## src/rtl/maze_vga_renderer_if.sv

```systemverilog
// rtl/maze_vga_renderer_if.sv - carver-to-renderer and renderer-to-DAC signal bundle
//
// Purpose: groups the carver snapshot inputs and the VGA output pins of the
// maze renderer so they travel as one port.
// Signals:
//   maze_data[255:0]  cell bitmap, bit x+16*y, 1=open, 0=wall
//   maze_done         carver finish flag
//   curr_x, curr_y    carver current cell
//   hsync, vsync      active-low sync pulses
//   rgb[11:0]         {R,G,B} 4 bits each
//   frame_start       one-clk pulse at counter (0,0)
//   snapshot_valid    held snapshot was taken with maze_done=1
// Modports: master = carver/board side, slave = renderer.
interface maze_vga_renderer_if;
  logic [255:0] maze_data;
  logic         maze_done;
  logic [3:0]   curr_x;
  logic [3:0]   curr_y;
  logic         hsync;
  logic         vsync;
  logic [11:0]  rgb;
  logic         frame_start;
  logic         snapshot_valid;

  modport master (
    output maze_data, maze_done, curr_x, curr_y,
    input  hsync, vsync, rgb, frame_start, snapshot_valid
  );

  modport slave (
    input  maze_data, maze_done, curr_x, curr_y,
    output hsync, vsync, rgb, frame_start, snapshot_valid
  );
endinterface

```

## src/rtl/maze_vga_renderer.sv

```systemverilog
// rtl/maze_vga_renderer.sv - 16x16 maze bitmap to VGA raster renderer
//
// Purpose: scans a VGA raster, snapshots the carver state once per frame at
// vertical-blank entry and paints cells, cursor and border into 12-bit RGB.
// Ports:
//   clk    system clock, rising edge
//   reset  synchronous, active-high
//   vga    maze_vga_renderer_if.slave (carver inputs, sync/rgb/status outputs)
// Timing parameters default to 640x480@60; they exist so a reduced raster
// can be used where a full frame is impractical.
module maze_vga_renderer #(
  parameter int CLK_DIV  = 4,
  parameter int CELL_PX  = 24,
  parameter int ORIGIN_X = 128,
  parameter int ORIGIN_Y = 48,
  parameter int H_ACTIVE = 640,
  parameter int H_FP     = 16,
  parameter int H_SYNC   = 96,
  parameter int H_BP     = 48,
  parameter int V_ACTIVE = 480,
  parameter int V_FP     = 10,
  parameter int V_SYNC   = 2,
  parameter int V_BP     = 33
) (
  input  logic clk,
  input  logic reset,
  maze_vga_renderer_if.slave vga
);

  localparam int H_TOTAL = H_ACTIVE + H_FP + H_SYNC + H_BP;
  localparam int V_TOTAL = V_ACTIVE + V_FP + V_SYNC + V_BP;
  localparam int SUB_W   = (CELL_PX > 1) ? $clog2(CELL_PX) : 1;

  localparam logic [3:0]       DIV_LAST = 4'(CLK_DIV - 1);
  localparam logic [9:0]       H_LAST   = 10'(H_TOTAL - 1);
  localparam logic [9:0]       V_LAST   = 10'(V_TOTAL - 1);
  localparam logic [9:0]       H_VIS    = 10'(H_ACTIVE);
  localparam logic [9:0]       V_VIS    = 10'(V_ACTIVE);
  localparam logic [9:0]       HS_START = 10'(H_ACTIVE + H_FP);
  localparam logic [9:0]       HS_END   = 10'(H_ACTIVE + H_FP + H_SYNC);
  localparam logic [9:0]       VS_START = 10'(V_ACTIVE + V_FP);
  localparam logic [9:0]       VS_END   = 10'(V_ACTIVE + V_FP + V_SYNC);
  localparam logic [9:0]       GX0      = 10'(ORIGIN_X);
  localparam logic [9:0]       GX1      = 10'(ORIGIN_X + 16 * CELL_PX);
  localparam logic [9:0]       GY0      = 10'(ORIGIN_Y);
  localparam logic [9:0]       GY1      = 10'(ORIGIN_Y + 16 * CELL_PX);
  localparam logic [SUB_W-1:0] SUB_LAST = SUB_W'(CELL_PX - 1);

  logic [3:0]       div;
  logic [9:0]       hcount, vcount;
  logic [SUB_W-1:0] sub_x, sub_y;
  logic [3:0]       cell_x, cell_y;

  logic [255:0]     snap_map;
  logic [3:0]       snap_x, snap_y;
  logic             snap_done;

  logic             s1_vis, s1_grid, s1_hs, s1_vs;
  logic [3:0]       s1_cx, s1_cy;
  logic             hsync_q, vsync_q;
  logic [11:0]      rgb_q;

  logic             tick, h_wrap;
  logic [9:0]       h_next, v_next;
  logic [11:0]      pix_rgb;

  assign tick   = (div == DIV_LAST);
  assign h_wrap = (hcount == H_LAST);
  assign h_next = h_wrap ? 10'd0 : hcount + 10'd1;
  assign v_next = h_wrap ? ((vcount == V_LAST) ? 10'd0 : vcount + 10'd1) : vcount;

  // Stage-2 colour: first matching rule wins.
  always_comb begin
    pix_rgb = 12'h000;
    if (!s1_vis)
      pix_rgb = 12'h000;
    else if (!s1_grid)
      pix_rgb = 12'h00F;
    else if (s1_cx == snap_x && s1_cy == snap_y)
      pix_rgb = snap_done ? 12'h0F0 : 12'hF00;
    else if (snap_map[{s1_cy, s1_cx}])
      pix_rgb = 12'hFFF;
    else
      pix_rgb = 12'h000;
  end

  always_ff @(posedge clk) begin
    if (reset) begin
      div       <= 4'd0;
      hcount    <= 10'd0;
      vcount    <= 10'd0;
      sub_x     <= '0;
      sub_y     <= '0;
      cell_x    <= 4'd0;
      cell_y    <= 4'd0;
      snap_map  <= '0;
      snap_x    <= 4'd0;
      snap_y    <= 4'd0;
      snap_done <= 1'b0;
      s1_vis    <= 1'b0;
      s1_grid   <= 1'b0;
      s1_hs     <= 1'b1;
      s1_vs     <= 1'b1;
      s1_cx     <= 4'd0;
      s1_cy     <= 4'd0;
      hsync_q   <= 1'b1;
      vsync_q   <= 1'b1;
      rgb_q     <= 12'h000;
    end else begin
      div <= tick ? 4'd0 : div + 4'd1;
      if (tick) begin
        hcount <= h_next;
        vcount <= v_next;

        // Cell indices track the counters directly: re-zeroed when the
        // raster enters the grid origin, stepped on every sub-cell wrap.
        // Their values outside the grid are never used.
        if (h_next == GX0) begin
          sub_x  <= '0;
          cell_x <= 4'd0;
        end else if (sub_x == SUB_LAST) begin
          sub_x  <= '0;
          cell_x <= cell_x + 4'd1;
        end else begin
          sub_x  <= sub_x + 1'b1;
        end

        if (h_wrap) begin
          if (v_next == GY0) begin
            sub_y  <= '0;
            cell_y <= 4'd0;
          end else if (sub_y == SUB_LAST) begin
            sub_y  <= '0;
            cell_y <= cell_y + 4'd1;
          end else begin
            sub_y  <= sub_y + 1'b1;
          end
        end

        // Only capture point of carver state: first blanking line.
        if (hcount == 10'd0 && vcount == V_VIS) begin
          snap_map  <= vga.maze_data;
          snap_x    <= vga.curr_x;
          snap_y    <= vga.curr_y;
          snap_done <= vga.maze_done;
        end

        s1_vis  <= (hcount < H_VIS) && (vcount < V_VIS);
        s1_grid <= (hcount >= GX0) && (hcount < GX1) && (vcount >= GY0) && (vcount < GY1);
        s1_cx   <= cell_x;
        s1_cy   <= cell_y;
        s1_hs   <= !((hcount >= HS_START) && (hcount < HS_END));
        s1_vs   <= !((vcount >= VS_START) && (vcount < VS_END));

        hsync_q <= s1_hs;
        vsync_q <= s1_vs;
        rgb_q   <= pix_rgb;
      end
    end
  end

  assign vga.hsync          = hsync_q;
  assign vga.vsync          = vsync_q;
  assign vga.rgb            = rgb_q;
  assign vga.snapshot_valid = snap_done;
  // Counter-aligned, not pipelined: asserts on the tick that leaves (0,0).
  assign vga.frame_start    = tick && !reset && (hcount == 10'd0) && (vcount == 10'd0);

endmodule

```

## src/flat_wrapper.sv

```systemverilog
// flat-port wrapper written by rule: the top's interface ports become plain ports
module maze_vga_renderer_flat 
#(
  parameter int CLK_DIV  = 4,
  parameter int CELL_PX  = 24,
  parameter int ORIGIN_X = 128,
  parameter int ORIGIN_Y = 48,
  parameter int H_ACTIVE = 640,
  parameter int H_FP     = 16,
  parameter int H_SYNC   = 96,
  parameter int H_BP     = 48,
  parameter int V_ACTIVE = 480,
  parameter int V_FP     = 10,
  parameter int V_SYNC   = 2,
  parameter int V_BP     = 33
)
  (clk, reset, vga_maze_data, vga_maze_done, vga_curr_x, vga_curr_y, vga_hsync, vga_vsync, vga_rgb, vga_frame_start, vga_snapshot_valid);
  maze_vga_renderer_if vga_i ();
  input  logic clk;
  input  logic reset;
  input wire logic [$bits(vga_i.maze_data)-1:0] vga_maze_data;
  input wire logic [$bits(vga_i.maze_done)-1:0] vga_maze_done;
  input wire logic [$bits(vga_i.curr_x)-1:0] vga_curr_x;
  input wire logic [$bits(vga_i.curr_y)-1:0] vga_curr_y;
  output wire logic [$bits(vga_i.hsync)-1:0] vga_hsync;
  output wire logic [$bits(vga_i.vsync)-1:0] vga_vsync;
  output wire logic [$bits(vga_i.rgb)-1:0] vga_rgb;
  output wire logic [$bits(vga_i.frame_start)-1:0] vga_frame_start;
  output wire logic [$bits(vga_i.snapshot_valid)-1:0] vga_snapshot_valid;
  assign vga_i.maze_data = vga_maze_data;
  assign vga_i.maze_done = vga_maze_done;
  assign vga_i.curr_x = vga_curr_x;
  assign vga_i.curr_y = vga_curr_y;
  assign vga_hsync = vga_i.hsync;
  assign vga_vsync = vga_i.vsync;
  assign vga_rgb = vga_i.rgb;
  assign vga_frame_start = vga_i.frame_start;
  assign vga_snapshot_valid = vga_i.snapshot_valid;
  maze_vga_renderer #(.CLK_DIV(CLK_DIV), .CELL_PX(CELL_PX), .ORIGIN_X(ORIGIN_X), .ORIGIN_Y(ORIGIN_Y), .H_ACTIVE(H_ACTIVE), .H_FP(H_FP), .H_SYNC(H_SYNC), .H_BP(H_BP), .V_ACTIVE(V_ACTIVE), .V_FP(V_FP), .V_SYNC(V_SYNC), .V_BP(V_BP)) u_core (.clk(clk), .reset(reset), .vga(vga_i));
endmodule
```

## config.mk

```make
export PLATFORM = sky130hd
export DESIGN_NAME = maze_vga_renderer_flat
export DESIGN_NICKNAME = d
export VERILOG_FILES = /design/src/rtl/maze_vga_renderer_if.sv /design/src/rtl/maze_vga_renderer.sv /design/src/flat_wrapper.sv
export SDC_FILE = /design/constraint.sdc
export NUM_CORES = 1
export LEC_CHECK = 0
export ABC_CLOCK_PERIOD_IN_PS = 3360
export BUFFER_PORTS_ARGS = -buffer_cell sky130_fd_sc_hd__buf_2
export CORE_MARGIN = 4
export CORE_UTILIZATION = 40
export DETAILED_ROUTE_END_ITERATION = 10
export SYNTH_ARGS = -nofsm -noshare
export SYNTH_HDL_FRONTEND = slang
export SYNTH_SLANG_ARGS = --single-unit
export TNS_END_PERCENT = 20
```

## constraint.sdc

```tcl
create_clock -name clk -period 3.36 [get_ports clk]
set_clock_uncertainty 0.1 [all_clocks]
set_input_delay 0.336 -clock clk [delete_from_list [all_inputs] [get_ports clk]]
set_output_delay 0.336 -clock clk [all_outputs]
set_load 0.01 [all_outputs]
```

* After elaboration in Yosys (flattened, before gate mapping) *
Index checks and enable logic that the tools add are counted.

word-level totals
  flip-flop bits (word level) = 333
  bits of input ports = 267
  output and inout port bits = 16
  word-level logic and storage cells = 89

operators by class
  add/sub/neg operators = 7
  magnitude comparators = 11
  equal/unequal tests = 10
  multiplexer cells = 18
  reductions and logical operators = 23

operators with widths
  operator                                                                count
  12-bit 2-to-1 mux                                                       5
  10-bit < comparator, second input constant                              3
  10-bit by 9-bit < comparator with 1-bit output, second input constant   3
  10-bit 2-to-1 mux                                                       3
  10-bit by 1-bit adder with 10-bit output, second input constant         2
  10-bit == test, second input constant                                   2
  10-bit logical NOT                                                      2
  5-bit 2-to-1 mux                                                        4
  4-bit 2-to-1 mux                                                        4
  4-bit by 1-bit adder with 4-bit output, second input constant           3
  1-bit logical AND                                                       11
  5-bit by 1-bit adder with 5-bit output, second input constant           2
  10-bit by 6-bit == test with 1-bit output, second input constant        1
  10-bit by 8-bit == test with 1-bit output, second input constant        1
  10-bit by 9-bit == test with 1-bit output, second input constant        1
  5-bit == test, second input constant                                    2
  10-bit >= comparator, second input constant                             1
  10-bit by 6-bit >= comparator with 1-bit output, second input constant  1
  10-bit by 8-bit >= comparator with 1-bit output, second input constant  1
  10-bit by 9-bit >= comparator with 1-bit output, second input constant  1
  8-bit by 9-bit < comparator with 1-bit output, second input constant    1
  1-bit binary-select mux with 8-bit select                               1
  4-bit == test                                                           2
  2-bit AND reduction                                                     3
  6 further kinds                                                         9

* Depth between registers and ports, before layout *
Gate-level depths: netlist of the first run.

  depth in word-level cells = 6
  depth in mapped cells = 12
  mapped depth without buffers = 10

* Least setup slack after synthesis of the first run *
Ideal clock, no wire load.

  path kind = reg-to-reg
  from = reg u_core.hcount[4]
  to = reg u_core.sub_x[1]
  setup time = 0.117 ns
  arrival time = 2.512 ns
  required time = 3.143 ns
  path slack = 0.631 ns
  cell stages (with the launch flop) = 9
  buffers on the path = 1
  clock period less this slack = 2.729 ns
  cell sequence = dfxtp_1 -> clkbuf_1 -> inv_1 -> or4_1 -> xor2_1 -> o221ai_1 -> a2111oi_2 -> nor3_1 -> a32o_1

on the way
  word-level cells in the longest chain between the ends = 4
  elaborated cells on any way between the ends = 5
  classes of those cells = add/sub (1); eq/ne (2); mux (2)

RTL lines
  item                                                                               line                                              text
  start: declaration                                                                 maze_vga_renderer.sv:50                           logic [9:0] hcount, vcount;
  start signal: assignment                                                           maze_vga_renderer.sv:112                          hcount <= h_next;
  10-bit by 1-bit adder with 10-bit output / 10-bit == test (equally long branches)  maze_vga_renderer.sv:69, maze_vga_renderer.sv:68
  10-bit 2-to-1 mux (*)                                                              maze_vga_renderer.sv:69                           assign h_next = h_wrap ? 10'd0 : hcount + 10'd1;
  10-bit by 8-bit == test with 1-bit output (*)                                      maze_vga_renderer.sv:118                          if (h_next == GX0) begin
  5-bit 2-to-1 mux (*)                                                               maze_vga_renderer.sv:118
  end signal: assignment                                                             maze_vga_renderer.sv:125                          sub_x <= sub_x + 1'b1;
  end: declaration                                                                   maze_vga_renderer.sv:51                           logic [SUB_W-1:0] sub_x, sub_y;

Every way passes the cells marked *; elsewhere a longest branch is shown, timed or not.
A chain may end at the register's enable or synchronous reset.

* Worst setup path in the final report of the first run *
  from = reg u_core.s1_cx[0]
  to = reg u_core.rgb_q[3] (netlist: u_core.vga.rgb[3])

on the way
  word-level cells in the longest chain between the ends = 6
  elaborated cells on any way between the ends = 8
  classes of those cells = eq/ne (1); mux (6); reduce/logical (1)

RTL lines
  item                                       line                      text
  start: declaration                         maze_vga_renderer.sv:59   logic [3:0] s1_cx, s1_cy;
  start signal: assignment                   maze_vga_renderer.sv:150  s1_cx <= cell_x;
  1-bit binary-select mux with 8-bit select  maze_vga_renderer.sv:81   else if (snap_map[{s1_cy, s1_cx}])
  1-bit 2-to-1 mux (not written as such)     maze_vga_renderer.sv:81
  12-bit 2-to-1 mux                          maze_vga_renderer.sv:81
  12-bit 2-to-1 mux (*)                      maze_vga_renderer.sv:79   else if (s1_cx == snap_x && s1_cy == snap_y)
  12-bit 2-to-1 mux (*)                      maze_vga_renderer.sv:77   else if (!s1_grid)
  12-bit 2-to-1 mux (*)                      maze_vga_renderer.sv:75   if (!s1_vis)
  end signal: assignment                     maze_vga_renderer.sv:157  rgb_q <= pix_rgb;
  end: declaration                           maze_vga_renderer.sv:61   logic [11:0] rgb_q;

Every way passes the cells marked *; elsewhere a longest branch is shown, timed or not. The select of a mux whose other input is x is not followed.

==> metrics, run 1 <==
Net Count, Synth 2,080; relative slew slack 0.413; Pwr per Cell Area 430 nW/um^2; max-cap violations 0; final period utilization 0.898; Clock Pin Slew Worst Setup and Hold Paths 0.06 ns; Initial Util 0.407; drt wl/cell 16.8 um; Post-DRT Antenna Nets 0; Yosys top cell by area dfxtp_1; DRC Markers 0; measured slew at the worst slew-check pin 0.880 ns; EDFF count, synth 0; First-pass DRT Iterations 5; crit path cell chain buf_12 > buf_4 > mux4_2 > o2111ai_1 > nand2_1 > nor4_1 > a311oi_1 > o21bai_1 > o21ai_0; initial drt markers 848; Detailed Route WL 45,600 um; H-tree levels 2; via density per instance 5.26; clock sink count 324; Final Wtd Congestion 0.805; Final Cell Area 19,800 sq um; io pins 283; via count 14,300; Seq pwr share 0.455; worst vdd ir 0.333 mV; cells on worst reg2reg path 9; # Post-CTS Setup Buffers 0; Mapped Cells 1,803; vias in the first global route 13,800; kind of critical path reg2reg; Design Power 0.00849 W; ys async rst share 0; CTS Buffer Depth 3; nets 2,498; Yosys top cell area share 0.446; initial antenna violation count 0; register area share after synthesis 0.446; top-count cell post-synth nand2_1; clock buffer count from CTS 36; die area 39,500 sq um; Fin. Hold Viols 0; Clk pwr share 0.485; Hold Slack 0.0129 ns; Psw 0.00180 W; area delta synth->final 35.7%; overall routing resource usage 0.221; die width 199 um; Worst EP arrival 3.30 ns; fraction of layout cells with a size suffix above 1 0.197; Critical Path End Type register; final setup fails 0; Pleak 7.12 nW; number of synthesized register bits 324; average size of a mapped cell 8.07 sq um; Crit-path slowest cell dfxtp_4; first-pass GRT wire length 71,300 um; hold path depth 3; CP required 3.64 ns; Clock Latency Late Sink 0.53 ns; Max stage delay on crit path 0.54 ns; class of the worst hold path in2reg; grt ovf 0; Power Internal 0.00669 W; Die Ht 199 um; Cell variety after synth 66; I/O Buffers 282; Slew Limit Fails 0; Fmax achieved 331 MHz; Post-synth top flop dfxtp_1; run status completed; CTS tree done; combinational share of power 0.060; Setup Total Neg Slack 0 ns; root buffer cell clkbuf_16; worst-path maximum fanout 27; Worst Setup Start Kind register; row count 69; RSZ-0062 raised after global routing no; Switching Fraction 0.212; Final Critical Period 3.02 ns; DP HPWL 30,300 um; largest net degree at the start of global routing 152; core area 35,700 sq um; Area contributors post-synth dfxtp_1 45%, nand2_1 16%, a21oi_1 11%, mux4_2 7.1%, clkbuf_1 3.0%; Synth top cells by count 608 x nand2_1, 324 x dfxtp_1, 312 x a21oi_1; Post-Synthesis Cell Area 14,600 sq um; placed instance area 16,200 sq um; Synth Warn # 0
==> timing repair <==
item	CTS	global route
hold buffers	223	0
resized for setup	0	2
hold endpoints to repair	223	0
endpoints found under the setup margin	0	9
==> per-layer routing <==
metal	routed length, um	part of all wire	vias up	global-route usage
li1	-	-	6991	-
met1	20400	0.45	6683	0.305
met2	20700	0.45	483	0.353
met3	2860	0.063	98	0.0310
met4	1730	0.038	0	0.0876
met5	0	0	-	0
==> logic make-up after synthesis <==
logic type,count (synthesis),share of synthesized area
xor+xnor,20,0.0120
buf+inv,173,0.0498
compound gates,397,0.149
simple gates,781,0.227
flops,324,0.446
fa+ha+maj,10,0.00860
mux,98,0.108
==> flip-flops by register name (all words and copies together) (netlist names) <==
register and count:
u_core.vga.snapshot_valid 1, u_core.sub_y 5, u_core.s1_vis 1, u_core.snap_map 256
u_core.cell_y 4, u_core.snap_x 4, u_core.snap_y 4, u_core.s1_hs 1
u_core.s1_grid 1, u_core.sub_x 5, u_core.vcount 10, u_core.div 4
u_core.hcount 10, u_core.s1_cx 4, u_core.s1_cy 4, u_core.vga.hsync 1
u_core.vga.rgb 3, u_core.cell_x 4, u_core.s1_vs 1, u_core.vga.vsync 1
==> stage by stage <==
stage,cells,setup slack [ns],util
after global routing,2710,0.0437,0.553
after floorplan,1803,0.631,-
after global placement,2421,0.270,0.455
final,2711,0.342,0.553
after CTS,2710,0.105,0.552
after detailed placement,2421,0.128,0.455
==> power by group through the flow <==
stage | combinational [W] | sequential (W) | clock (W)
after CTS | 0.000504 | 0.00386 | 0.00419
after global routing | 0.000554 | 0.00386 | 0.00435
after global placement | 0.000301 | 0.00395 | 0
after detailed placement | 0.000304 | 0.00395 | 0
after floorplan | 0.000107 | 0.00395 | 0
final | 0.000511 | 0.00387 | 0.00411
==> cells in the final DEF (no fill, tap or decap), drive strengths merged, types with 3 or more instances in the layout <==
cell type,netlist,final
mux4,46,46
or3,8,8
ha,10,10
mux2i,39,39
a211oi,4,4
inv,16,17
or4,6,6
dfxtp,324,324
and3,8,8
xnor2,10,10
buf,41,314
a22oi,12,12
dlygate4sd3,0,223
a221oi,3,3
bufinv,0,3
nor2,37,37
xor2,10,10
nor4,7,7
a31oi,6,6
nand3,25,25
clkinv,0,4
nand4,22,22
nand2,608,608
nor3,16,16
nor4b,4,4
o21ai,31,31
o2111ai,4,4
a2111oi,5,5
mux2,13,13
nor3b,4,4
clkbuf,116,58
a21oi,312,312
nand2b,6,6
nand4b,4,4
nor2b,9,9
and2,5,5
nand3b,4,4
==> worst paths after layout <==
kind                                           from                                 to  slack [ns]
hold reg to reg   u_core.snap_map[247]$_SDFFE_PP0P_  u_core.snap_map[247]$_SDFFE_PP0P_        0.35
setup / recovery       u_core.s1_cx[0]$_SDFFE_PP0P_     u_core.vga.rgb[3]$_SDFFE_PP0P_        0.34
setup reg to reg       u_core.s1_cx[0]$_SDFFE_PP0P_     u_core.vga.rgb[3]$_SDFFE_PP0P_        0.34
hold / removal                   vga_maze_data[158]  u_core.snap_map[158]$_SDFFE_PP0P_        0.01
==> worst max-delay path: cells and delay by family (launching register included) <==
kind                   cells  cell delay, ns
AOI/OAI and AO/OA          4            0.85
muxes                      1            0.51
and+or+nand+nor            2            0.36
buffers and inverters      2            0.52
DFF                        1            0.54
==> cell type report <==
class	instances	area, sq um
fill	3289	16000
multi-input combinational	1306	7370
sequential	324	6490
timing repair buffer	537	3990
clock buffer	58	1130
tap	461	577
clock inverter	8	128
inverter	16	60.1
antenna	1	2.50
(Power assumes the default switching activity.)
==> run 2: changes to the inputs <==
--- a/config.mk
+++ b/config.mk
@@ -5,7 +5,7 @@
 export SDC_FILE = /design/constraint.sdc
 export NUM_CORES = 1
 export LEC_CHECK = 0
-export ABC_CLOCK_PERIOD_IN_PS = 3360
+export ABC_CLOCK_PERIOD_IN_PS = 3700
 export BUFFER_PORTS_ARGS = -buffer_cell sky130_fd_sc_hd__buf_2
 export CORE_MARGIN = 4
 export CORE_UTILIZATION = 40
==> constraint.sdc (replaced) <==
create_clock -name clk -period 3.7 [get_ports clk]
set_clock_uncertainty 0.1 [all_clocks]
set_input_delay 0.37 -clock clk [delete_from_list [all_inputs] [get_ports clk]]
set_output_delay 0.37 -clock clk [all_outputs]
set_load 0.01 [all_outputs]
==> metrics, run 2 (same netlist as run 1, synthesis figures left out) <==
run status completed; grt ovf 0; drt wl/cell 16.8 um; final period utilization 0.845; via count 13,500; initial antenna violation count 0; via density per instance 5.26; CTS tree done; fraction of layout cells with a size suffix above 1 0.203; r2r setup slk 0.57 ns; DP HPWL 29,500 um; die width 199 um; Most flops, register u_core.snap_map; Critical Path End Type register; initial drt markers 821; met2 usage 0.340; Setup Total Neg Slack 0 ns; final setup margin 0.574 ns; overall routing resource usage 0.209; Clock Latency Late Sink 0.52 ns; CTS Buffer Depth 3; critical path launch point u_core.hcount[0]$_SDFFE_PP0P_; vias in the first global route 13,000; top flop regs u_core.snap_map x256, u_core.hcount x10, u_core.vcount x10; row count 69; Cell Count Post-Placement 2,407; Post-DRT Antenna Nets 0; RSZ-0062 raised after global routing no; Final Critical Period 3.13 ns; CP required 4.04 ns; Fmax achieved 320 MHz; core area 35,700 sq um; max-cap violations 0; kind of critical path reg2reg; # Post-CTS Setup Buffers 0; class of the worst hold path in2reg; GR Util met3 0.0296; Final Wtd Congestion 0.854; nets 2,360; first-pass GRT wire length 67,200 um; CTS Hold Bufs 97; io pins 283; area delta synth->final 25.8%; dpl ws 0.630 ns; fin cells 2,568; root buffer cell clkbuf_16; Largest register FFs 256; H-tree levels 2; worst vdd ir 0.240 mV; most frequent cells in the layout 608 x nand2_1, 321 x dfxtp_1, 312 x a21oi_1, 281 x buf_2, 97 x dlygate4sd3_1; r2r endpoint u_core.sub_y[3]$_SDFFE_PP0P_; Fin. Hold Viols 0; GRT Max-Usage Layer met2; relative slew slack 0.269; cells on worst reg2reg path 10; Design Power 0.00757 W; I/O Buffers 282; die area 39,500 sq um; final core utilization 0.512; largest net degree at the start of global routing 164; Reg-to-Reg Start u_core.hcount[0]$_SDFFE_PP0P_; Detailed Route WL 43,200 um; post-CTS sizing 0; Initial Util 0.407; Antenna Cells 0; Pleak 6.50 nW; M1 GR Usage 0.295; Slew Limit Fails 0; Setup crit end u_core.sub_y[3]$_SDFFE_PP0P_; measured slew at the worst slew-check pin 1.10 ns; clock buffer count from CTS 38; most common cell after layout, fill and taps aside nand2_1; clock sink count 324; Clock Pin Slew Worst Setup and Hold Paths 0.06 ns; Die Ht 199 um; worst-path maximum fanout 11; DRC Markers 0; Worst Setup Start Kind register; Worst EP arrival 3.46 ns; final setup fails 0; First-pass DRT Iterations 5; Pwr per Cell Area 413 nW/um^2
==> run 2: where the power goes <==
| group | leakage, nW | switching [W] | internal, W |
|---|---|---|---|
| Sequential | 2.61 | 0.0000115 | 0.00350 |
| Combinational | 3.28 | 0.000169 | 0.000194 |
| Clock | 0.605 | 0.00143 | 0.00227 |
==> run 2: worst max-delay path, cell delays in order (launching register included) <==
cell	delay, ns
dfxtp_1	0.44
ha_1	0.26
and3_1	0.36
nand3_4	0.18
nor3_1	0.40
xor2_1	0.23
a2111oi_2	0.09
buf_4	0.19
nor2_2	0.19
or4b_1	0.45
a21oi_1	0.15
==> run 2: cell type report <==
cell class	instances	area, sq um
Clock inverter	5	82.6
Clock buffer	59	1150
Sequential cell	324	6490
Inverter	16	60.1
Multi-Input combinational cell	1306	7360
Tap cell	461	577
Timing Repair Buffer	397	2590
Fill cell	3508	17400
==> run 2: layer usage <==
layer,share of wire,routed length (um)
met5,0,0
met4,0.019,840
met3,0.056,2400
met2,0.47,20100
met1,0.46,19800
==> run 2: through the flow <==
| step | hold WS [ns] | instance area [sq um] |
|---|---|---|
| final | 0.00356 | 18300 |
| after detailed placement | 0.342 | 16100 |
| after floorplan | 0.328 | 14600 |
| after CTS | 0.0000596 | 18300 |
| after global placement | 0.335 | 16100 |
| after global routing | 0.00756 | 18300 |
==> run 2: worst min-delay path by stage <==
stage | start | to | slack (ns) | depth (start not counted)
after floorplan | u_core.snap_map[129]$_SDFFE_PP0P_ | u_core.snap_map[129]$_SDFFE_PP0P_ | 0.33 | 2
after detailed placement | u_core.snap_map[245]$_SDFFE_PP0P_ | u_core.snap_map[245]$_SDFFE_PP0P_ | 0.34 | 2
after global routing | vga_maze_data[95] | u_core.snap_map[95]$_SDFFE_PP0P_ | 0.008 | 3
after CTS | vga_maze_data[90] | u_core.snap_map[90]$_SDFFE_PP0P_ | 0.00006 | 3
after global placement | u_core.snap_map[139]$_SDFFE_PP0P_ | u_core.snap_map[139]$_SDFFE_PP0P_ | 0.34 | 2
final | vga_maze_data[131] | u_core.snap_map[131]$_SDFFE_PP0P_ | 0.004 | 3
==> run 3: changes to the inputs <==
--- a/config.mk
+++ b/config.mk
@@ -5,7 +5,8 @@
 export SDC_FILE = /design/constraint.sdc
 export NUM_CORES = 1
 export LEC_CHECK = 0
-export ABC_CLOCK_PERIOD_IN_PS = 3700
+export ABC_AREA = 1
+export ABC_CLOCK_PERIOD_IN_PS = 3200
 export BUFFER_PORTS_ARGS = -buffer_cell sky130_fd_sc_hd__buf_2
 export CORE_MARGIN = 4
 export CORE_UTILIZATION = 40
==> constraint.sdc (replaced) <==
create_clock -name clk -period 3.2 [get_ports clk]
set_clock_uncertainty 0.1 [all_clocks]
set_input_delay 0.32 -clock clk [delete_from_list [all_inputs] [get_ports clk]]
set_output_delay 0.32 -clock clk [all_outputs]
set_load 0.01 [all_outputs]
==> metrics, run 3 <==
number of synthesized register bits 324; Pwr per Cell Area 438 nW/um^2; Initial Util 0.407; via density per instance 5.28; io pins 283; Slew Limit Fails 0; Worst Setup Start Kind register; # Post-CTS Setup Buffers 0; area delta synth->final 35.2%; Net Count, Synth 2,481; Worst EP arrival 2.44 ns; ys async rst share 0; Final Critical Period 2.86 ns; initial drt markers 1,376; Clock Latency Late Sink 0.53 ns; initial antenna violation count 1; Crit-path slowest cell dfxtp_1; Post-synth top flop dfxtp_1; RSZ-0062 raised after global routing no; Critical Path End Type output pin; CTS tree done; Worst path top cell family by delay simple AND/OR/NAND/NOR gates; Pleak 8.62 nW; Max stage delay on crit path 0.35 ns; worst vdd ir 0.286 mV; max-cap violations 0; fraction of layout cells with a size suffix above 1 0.150; root buffer cell clkbuf_16; overall routing resource usage 0.253; fill count 3,540; DRC Markers 0; placed instance area 16,900 sq um; Final Cell Area 20,800 sq um; Most flops, register u_core.snap_map; Fmax achieved 350 MHz; First-pass DRT Iterations 6; Synth top cells by count 373 x nand2_1, 324 x dfxtp_1, 302 x nor2_1; Post-DRT Antenna Nets 0; simple-gate area share of the yosys netlist 0.362; measured slew at the worst slew-check pin 1.14 ns; I/O Buffers 282; Yosys top cell area share 0.422; XOR/XNOR Fraction of Synth Area 0.0120; Detailed Route WL 54,200 um; Design Power 0.00909 W; Post-Synthesis Cell Area 15,400 sq um; Clock Pin Slew Worst Setup and Hold Paths 0.06 ns; final period utilization 0.894; Adder-Cell Fraction of Synth Area 0.00815; worst-path maximum fanout 3; Synth Warn # 0; class of the worst hold path in2reg; CP required 2.78 ns; Synth Area in Compound Gates 0.113; crit path cell chain ha_1 > inv_1 > or2_2 > nor2_1 > inv_2 > nor2_1 > inv_2 > nor3_1 > buf_2; final setup margin 0.341 ns; most common cell after layout, fill and taps aside nand2_1; register area share after synthesis 0.422; clock buffer count from CTS 37; Die Ht 204 um; dpl ws 0.555 ns; run status completed; final setup fails 0; drt wl/cell 17.1 um; Final Wtd Congestion 0.902; grt ovf 0; nets 2,915; most frequent cells in the layout 373 x nand2_1, 321 x dfxtp_1, 302 x nor2_1, 282 x buf_2, 274 x nand3_1; final core utilization 0.550; kind of critical path reg2out; Area contributors post-synth dfxtp_1 42%, nand2_1 9.1%, nand3_1 8.9%, nor3_1 8.9%, o21ai_1 8.2%; via count 16,800; vias in the first global route 16,500; clock sink count 324; core area 37,800 sq um; EDFF count, synth 0; top flop regs u_core.snap_map x256, u_core.hcount x10, u_core.vcount x10; H-tree levels 2; Buffers & Inverters on Critical Path 4; largest family of logic cells by synthesized area simple AND/OR/NAND/NOR gates; largest net degree at the start of global routing 135; CTS Buffer Depth 3; post-CTS sizing 0; relative slew slack 0.237; top-count cell post-synth nand2_1; Mapped Cells 2,204; average size of a mapped cell 6.97 sq um; Largest register FFs 256; row count 71; first-pass GRT wire length 86,900 um; Cell variety after synth 45; Fin. Hold Viols 0; Setup Total Neg Slack 0 ns; Yosys top cell by area dfxtp_1; DP HPWL 31,700 um; multiplexer area fraction after synthesis 0; r2r setup slk 0.52 ns; die width 204 um; die area 41,600 sq um
==> run 3: changes by cell type in the layout (fill, tap and decap cells not counted), moves of 13 or more <==
cell and change:
o22ai_1 +21, o21ai_1 +250, nand2_1 -235, a21oi_1 -296, mux4_2 -46, nor2_1 +266, nand3_1 +250, nor3_1 +258
dlygate4sd3_1 +168, mux2i_1 -39, mux2_2 -13, inv_1 +40
==> run 3: power breakdown <==
group | switching [W] | leakage, nW | internal [W]
clock | 0.00170 | 0.614 | 0.00266
combinational | 0.000314 | 5.40 | 0.000374
sequential | 0.00000546 | 2.61 | 0.00404
total | 0.00202 | 8.62 | 0.00707
==> run 3: cell type report <==
type | instances | area [sq um] | share of cell area
diodes | 2 | 5.00 | 0.000241
clock buffers | 58 | 1130 | 0.0543
clock inverters | 8 | 119 | 0.00572
inverters | 67 | 262 | 0.0126
multi-input cells | 1625 | 7620 | 0.367
flip-flops and latches | 324 | 6490 | 0.313
well taps | 511 | 639 | 0.0308
repair buffers | 583 | 4500 | 0.217
==> run 3: routing by layer <==
| metal | routed length, um | track usage |
|---|---|---|
| met5 | 0 | 0 |
| met4 | 1810 | 0.0913 |
| met3 | 3140 | 0.0405 |
| met2 | 25200 | 0.417 |
| met1 | 24100 | 0.336 |
==> run 3: worst paths after layout <==
kind / startpoint / endpoint / cells after the start
worst min register to register: u_core.div[0]$_SDFF_PP0_ / u_core.div[0]$_SDFF_PP0_ / 1
worst max register to register: u_core.hcount[0]$_SDFFE_PP0P_ / u_core.cell_x[0]$_SDFFE_PP0P_ / 12
worst max-delay path: u_core.div[0]$_SDFF_PP0_ / vga_frame_start / 9
worst min-delay path: reset / u_core.cell_y[1]$_SDFFE_PP0P_ / 2
==> run 3: kinds of logic after synthesis <==
kind of cell | count (synthesis)
DFF | 324
AOI/OAI and AO/OA | 335
adders and majority gates | 10
xor gates and xnor gates | 21
and+or+nand+nor | 1259
buffers and inverters | 255
==> run 3: per-stage QoR <==
stage               cells  hold WS, ns
finish               3178       0.0542
global route         3176       0.0638
CTS                  3176       0.0198
detailed placement   2845        0.337
global placement     2845        0.332
floorplan            2204        0.318
==> run 3: worst reg2reg max path, cell delays in order (launching register included) <==
cell      delay [ns]
dfxtp_1         0.38
ha_1            0.22
nand3_2         0.14
inv_2           0.12
nand3_2         0.21
nand3b_1        0.18
nand4_1         0.11
nor3b_1         0.23
nand3_1         0.34
nand2_1         0.26
nand2_1         0.13
nand2_1         0.08
a21oi_1         0.06
==> run 3: timing repair <==
action / in CTS / in global routing
endpoints found under the setup margin: 0 / 0
hold endpoints to repair: 265 / 0
hold buffers: 265 / 0
